$ cat config.mk
export PLATFORM = sky130hd
export DESIGN_NAME = vblank_update_scheduler
export DESIGN_NICKNAME = d
export VERILOG_FILES = /design/src/rtl/vga_pkg.sv /design/src/rtl/vblank_update_scheduler_rr_pick.sv /design/src/rtl/vblank_update_scheduler.sv
export SDC_FILE = /design/constraint.sdc
export NUM_CORES = 1
export LEC_CHECK = 0
export CAP_MARGIN = 10
export CORE_MARGIN = 5
export CORE_UTILIZATION = 45
export CTS_CLUSTER_DIAMETER = 150
export DETAILED_ROUTE_END_ITERATION = 8
export GPL_TIMING_DRIVEN = 0
export PLACE_DENSITY = 0.87
export SLEW_MARGIN = 30
export SYNTH_ARGS = -nofsm -noshare
export SYNTH_HDL_FRONTEND = slang
export SYNTH_SLANG_ARGS = --single-unit
$ cat constraint.sdc
create_clock -name clk -period 2.31 [get_ports clk]
set_input_delay 0.231 -clock clk [delete_from_list [all_inputs] [get_ports clk]]
set_output_delay 0.231 -clock clk [all_outputs]
set_load 0.02 [all_outputs]
$ cat src/rtl/vga_pkg.sv
// Definitions shared by the frame-timing and update-scheduling blocks.
package vga_pkg;

  localparam int POS_W_DEF   = 12;
  localparam int FRAME_W_DEF = 16;

  localparam logic [1:0] ST_IDLE = 2'd0;
  localparam logic [1:0] ST_SNAP = 2'd1;
  localparam logic [1:0] ST_ARB  = 2'd2;
  localparam logic [1:0] ST_WAIT = 2'd3;

endpackage

$ cat src/rtl/vblank_update_scheduler_rr_pick.sv
// Combinational round-robin picker: first set bit of pending at or after
// rr_ptr, searching cyclically.
module rr_pick #(
  parameter int N  = 4,
  parameter int IW = $clog2(N)
) (
  input  logic [N-1:0]  pending,
  input  logic [IW-1:0] rr_ptr,
  output logic [N-1:0]  onehot,
  output logic [IW-1:0] index,
  output logic          any
);

  logic [2*N-1:0] doubled;
  logic [N-1:0]   rotated;
  logic [IW-1:0]  offset;
  logic [IW:0]    sum;

  // NOTE: every output of a combinational block gets a default first so
  // no path through it leaves a value held, which would infer a latch.
  always_comb begin
    doubled = {pending, pending} >> rr_ptr;
    rotated = doubled[N-1:0];
    any     = |pending;
    offset  = '0;
    // Descending scan: the lowest set offset is written last and wins.
    for (int k = N - 1; k >= 0; k--) begin
      if (rotated[k]) offset = IW'(k);
    end
    sum   = {1'b0, rr_ptr} + {1'b0, offset};
    index = (sum >= (IW + 1)'(N)) ? IW'(sum - (IW + 1)'(N)) : sum[IW-1:0];
    onehot = '0;
    for (int k = 0; k < N; k++) begin
      onehot[k] = any && (index == IW'(k));
    end
  end

endmodule

$ cat src/rtl/vblank_update_scheduler.sv
// Grants a shared state-update slot to each requesting engine in turn, only
// while vertical blanking is active, and latches mouse position per frame.
module vblank_update_scheduler
  import vga_pkg::*;
#(
  parameter int N_REQ    = 4,
  parameter int POS_W    = POS_W_DEF,
  parameter int SLOT_MAX = 1024,
  parameter int FRAME_W  = FRAME_W_DEF
) (
  input  logic               clk,
  input  logic               rst_n,
  input  logic               vblnk,
  input  logic [POS_W-1:0]   xpos,
  input  logic [POS_W-1:0]   ypos,
  input  logic [N_REQ-1:0]   req,
  input  logic [N_REQ-1:0]   done,
  output logic [N_REQ-1:0]   grant,
  output logic [POS_W-1:0]   xpos_frame,
  output logic [POS_W-1:0]   ypos_frame,
  output logic [FRAME_W-1:0] frame_cnt,
  output logic               busy,
  output logic               overrun,
  output logic [N_REQ-1:0]   timeout_err
);

  localparam int IW = $clog2(N_REQ);
  localparam int SW = $clog2(SLOT_MAX);

  logic [1:0]       state;
  logic             vblnk_q;
  logic [N_REQ-1:0] pending;
  logic [IW-1:0]    rr_ptr;
  logic [IW-1:0]    g_idx;
  logic [IW-1:0]    first_idx;
  logic             first_vld;
  logic [SW-1:0]    slot_cnt;

  logic             vblnk_rise;
  logic             vblnk_fall;
  logic             g_done;
  logic             slot_last;
  logic [N_REQ-1:0] pick_onehot;
  logic [IW-1:0]    pick_index;
  logic             pick_any;

  assign vblnk_rise = vblnk & ~vblnk_q;
  assign vblnk_fall = ~vblnk & vblnk_q;
  assign g_done     = done[g_idx];
  assign slot_last  = (slot_cnt == SW'(SLOT_MAX - 1));
  assign busy       = (state != ST_IDLE);

  rr_pick #(.N(N_REQ), .IW(IW)) u_pick (
    .pending (pending),
    .rr_ptr  (rr_ptr),
    .onehot  (pick_onehot),
    .index   (pick_index),
    .any     (pick_any)
  );

  // NOTE: state is written only with non-blocking assignments so every
  // read in this block sees the pre-edge value; reset is synchronous.
  always_ff @(posedge clk) begin
    if (!rst_n) begin
      state       <= ST_IDLE;
      vblnk_q     <= 1'b1;
      pending     <= '0;
      rr_ptr      <= '0;
      g_idx       <= '0;
      first_idx   <= '0;
      first_vld   <= 1'b0;
      slot_cnt    <= '0;
      grant       <= '0;
      xpos_frame  <= '0;
      ypos_frame  <= '0;
      frame_cnt   <= '0;
      overrun     <= 1'b0;
      timeout_err <= '0;
    end else begin
      vblnk_q <= vblnk;
      overrun <= 1'b0;

      // Frame-start bookkeeping happens even if blanking ends in this cycle.
      if (state == ST_SNAP) begin
        xpos_frame  <= xpos;
        ypos_frame  <= ypos;
        frame_cnt   <= frame_cnt + 1'b1;
        timeout_err <= '0;
        first_vld   <= 1'b0;
        if (first_vld)
          rr_ptr <= (first_idx == IW'(N_REQ - 1)) ? '0 : first_idx + 1'b1;
      end

      if (vblnk_fall && busy) begin
        grant   <= '0;
        overrun <= |pending;
        pending <= '0;
        state   <= ST_IDLE;
      end else begin
        case (state)
          ST_IDLE: if (vblnk_rise) state <= ST_SNAP;
          ST_SNAP: begin
            pending <= req;
            state   <= ST_ARB;
          end
          ST_ARB: begin
            if (!pick_any) begin
              state <= ST_IDLE;
            end else begin
              grant    <= pick_onehot;
              g_idx    <= pick_index;
              slot_cnt <= '0;
              state    <= ST_WAIT;
              if (!first_vld) begin
                first_idx <= pick_index;
                first_vld <= 1'b1;
              end
            end
          end
          default: begin
            slot_cnt <= slot_cnt + 1'b1;
            if (g_done || slot_last) begin
              grant          <= '0;
              pending[g_idx] <= 1'b0;
              state          <= ST_ARB;
              if (!g_done) timeout_err[g_idx] <= 1'b1;
            end
          end
        endcase
      end
    end
  end

endmodule

==> impl_metrics.py <==
metrics = {
    "setup_path": {
        "path_depth": 11,
        "critPathTopFamily": "simple AND/OR/NAND/NOR gates",
        "max_stage_delay_ps": 420,
        "crit_buf_inv": 1,
        "start_kind": "flop",
        "cp_data_required_time_ps": 2600,
        "cp-end-kind": "flop",
        "cp.arrival_ps": 2450,
        "crit_chain": "clkbuf_2 > nand2_1 > a21oi_1 > nor2_1 > a211oi_1 > a21oi_1 > ha_2 > nand2_1 > nor3_1 > o21ai_0 > nand3_1",
        "crit_slowest_cell": "ha_2",
        "reg2regPathDepth": 11,
        "path_max_fanout": 10,
        "path_class": "reg2reg",
        "rrSetupSlack_ps": 150,
    },
    "clock_tree": {
        "cts_tree": "yes",
        "clock_latency_ps": 350,
        "cts_buffers": 9,
        "cts-root-buf": "clkbuf_8",
        "cts.path.max_buffers": 2,
        "holdBufCountCts": 0,
        "cts-htree-levels": 3,
        "cts_sinks": 73,
        "path_clk_slew_ps": 80,
    },
    "cells_and_area": {
        "n_antenna_cell": 0,
        "postLayoutCoreUtil_pct": 61.87,
        "drive_gt1_share_pct": 7.098,
        "layout.nets": 513,
        "stdcell_area_um2": 4439,
        "area_growth_pct": 35.68,
    },
    "status": {
        "status": "finished, final reports clean",
    },
    "routing": {
        "wl_um": 8257,
        "via_per_inst": 5.268,
        "drcViolationCount": 0,
        "routed-via-count": 3045,
        "drt_iter0_drc": 168,
        "avgRoutedWirePerCell_um": 14.29,
        "firstDrtPassIters": 4,
        "antenna_left": 0,
    },
    "logic_synthesis": {
        "synthArstFlopShare_pct": 0,
        "synth_area_leaders": "dfxtp_1 45%, nand2_1 8.4%, a21boi_0 6.9%",
        "synth-xor-area-share_pct": 6.157,
        "ys_ff_latch": 73,
        "synth.top_cells.by_count": "73 x dfxtp_1, 73 x nand2_1, 30 x a21boi_0",
        "synth_fa_ha_area_share_pct": 1.530,
        "synth_top_area_share_pct": 44.67,
        "synthFlopType": "dfxtp_1",
        "netlist_area_um2": 3272,
        "synthDistinctLibCells": 46,
        "syn_nets": 418,
        "synth_warnings": 0,
        "yosys.area_share.simple_pct": 25.20,
        "synth_edf_count": 0,
        "ys_seq_area_share_pct": 44.67,
        "synthMuxAreaShare_pct": 2.218,
        "syn_area_per_cell_um2": 8.633,
        "synth_top_family_by_area": "simple AND/OR/NAND/NOR gates",
        "synth_compound_area_share_pct": 16.18,
        "synth_cells": 379,
        "yosysTopAreaCell": "dfxtp_1",
    },
    "sta": {
        "clock_skew_ps": 12.54,
        "worst_pin_slew_ps": 792.1,
        "finalCriticalPeriod_ps": 2161,
        "rsz0062_at_grt": "false",
        "setup_tns_ps": 0,
        "fmax_mhz": 462.8,
        "setup_viol": 0,
        "slew_violations": 0,
        "final_hold_viol_count": 0,
        "relSlewSlack_pct": 46.84,
        "min_period_over_period_pct": 93.54,
    },
    "hold_path": {
        "min_path_type": "in2reg",
        "hold_path_depth": 3,
    },
    "job": {
        "drv_cap": 0,
    },
    "global_route": {
        "antenna_found_initial": 0,
        "grt_pass1_vias": 3022,
        "track_usage_pct": 18.78,
        "grt_max_degree": 14,
        "grt_overflow": 0,
        "grt_pass1_wl_um": 13430,
    },
    "pwr": {
        "power_density_nw_per_um2": 539.2,
        "vdd_drop_max_mv": 0.4403,
        "p_leak_nw": 1.490,
    },
    "place": {
        "place_congestion": 0.8295,
        "numPortBuffers": 84,
        "dpl-instance-area_um2": 4237,
        "dpl.hpwl_um": 6092,
    },
    "die": {
        "io_pins": 85,
        "rows": 31,
        "die_w_um": 95.27,
        "die_area_um2": 9076,
        "start_util_pct": 45.60,
        "core_um2": 7176,
        "die_h_um": 95.27,
    },
}
## flip-flops by register name, summed over array words and instances, names as in the netlist
name         count
frame_cnt       16
xpos_frame      12
ypos_frame      12
slot_cnt        10
grant            4
pending          4
timeout_err      4
first_idx        2
g_idx            2
rr_ptr           2
state            2
first_vld        1
overrun          1
vblnk_q          1
## final timing paths
check                                                 from                          to
worst max-delay path               pending[2]$_SDFFE_PP0P_       grant[1]$_SDFFE_PP0P_
worst min-delay path                               xpos[4]  xpos_frame[4]$_SDFFE_PN0P_
worst max register to register     pending[2]$_SDFFE_PP0P_       grant[1]$_SDFFE_PP0P_
worst min register to register  ypos_frame[6]$_SDFFE_PN0P_  ypos_frame[6]$_SDFFE_PN0P_
## cell usage in the layout (no fill, tap or decap), types with 7 or more instances in the layout
cell type	netlist	layout
clkdlybuf4s50_1	0	84
nand2_1	73	73
dfxtp_1	73	73
a21boi_0	30	30
nand3_1	23	23
xnor2_1	22	22
clkbuf_1	16	15
nor2_1	14	14
and2_1	14	14
o21ai_0	13	13
clkbuf_8	0	10
inv_1	9	9
a21oi_1	8	8
nor2b_1	7	7
nor3_1	8	7
## power by group
group          switching, mW  leakage [nW]  internal [mW]  total [mW]
Clock                  0.499        0.0805          0.418       0.917
Sequential           0.00970         0.589           1.27        1.28
Combinational         0.0920         0.821          0.103       0.195
## final cells by class
type	instances	area, µm²
Inverter	9	33.78
Multi-Input combinational cell	275	1698
Tap cell	99	123.9
Fill cell	611	2736
Buffer	22	100.1
Timing Repair Buffer	84	840.8
Sequential cell	73	1461
Clock buffer	10	137.6
Clock inverter	6	43.79
## kinds of logic after synthesis
group | after synthesis
AND/OR/NAND/NOR | 168
AO/OA/AOI/OAI | 74
flip-flops | 73
buffers and inverters | 31
XOR/XNOR | 23
multiplexers | 6
adder cells (fa/ha/maj) | 4
## routing by layer
| layer | wire (µm) | vias up | global-route usage, % |
|---|---|---|---|
| li1 | - | 1497 | - |
| met1 | 3339 | 1443 | 21.13 |
| met2 | 4245 | 92 | 32.94 |
| met3 | 535 | 13 | 5.288 |
| met4 | 137 | 0 | 8.173 |
| met5 | 0 | - | 0 |
## stage by stage
stage	instances	hold slack (ps)	worst slack, ps	total power, mW
after detailed placement	562	456.9	75.16	1.505
after global routing	578	451.7	9.881	2.478
after CTS	578	439.1	34.88	2.404
final	578	440.3	149.2	2.394
after global placement	562	450.9	153.6	1.500
after floorplan	379	332.5	325.0	1.396
## timing repair
action / CTS / global route
resized for setup: 0 / 6
endpoints found under the setup margin: 0 / 6
setup buffers: 0 / 0
## worst register-to-register path: stages (launching register included)
cell and delay (ps):
dfxtp_1 330, clkbuf_2 220, nand2_1 80, a21oi_1 150, nor2_1 50, a211oi_1 200
a21oi_1 70, ha_2 420, nand2_1 120, nor3_1 230, o21ai_0 150, nand3_1 100
No activity file was read; power rests on OpenSTA's default activity.
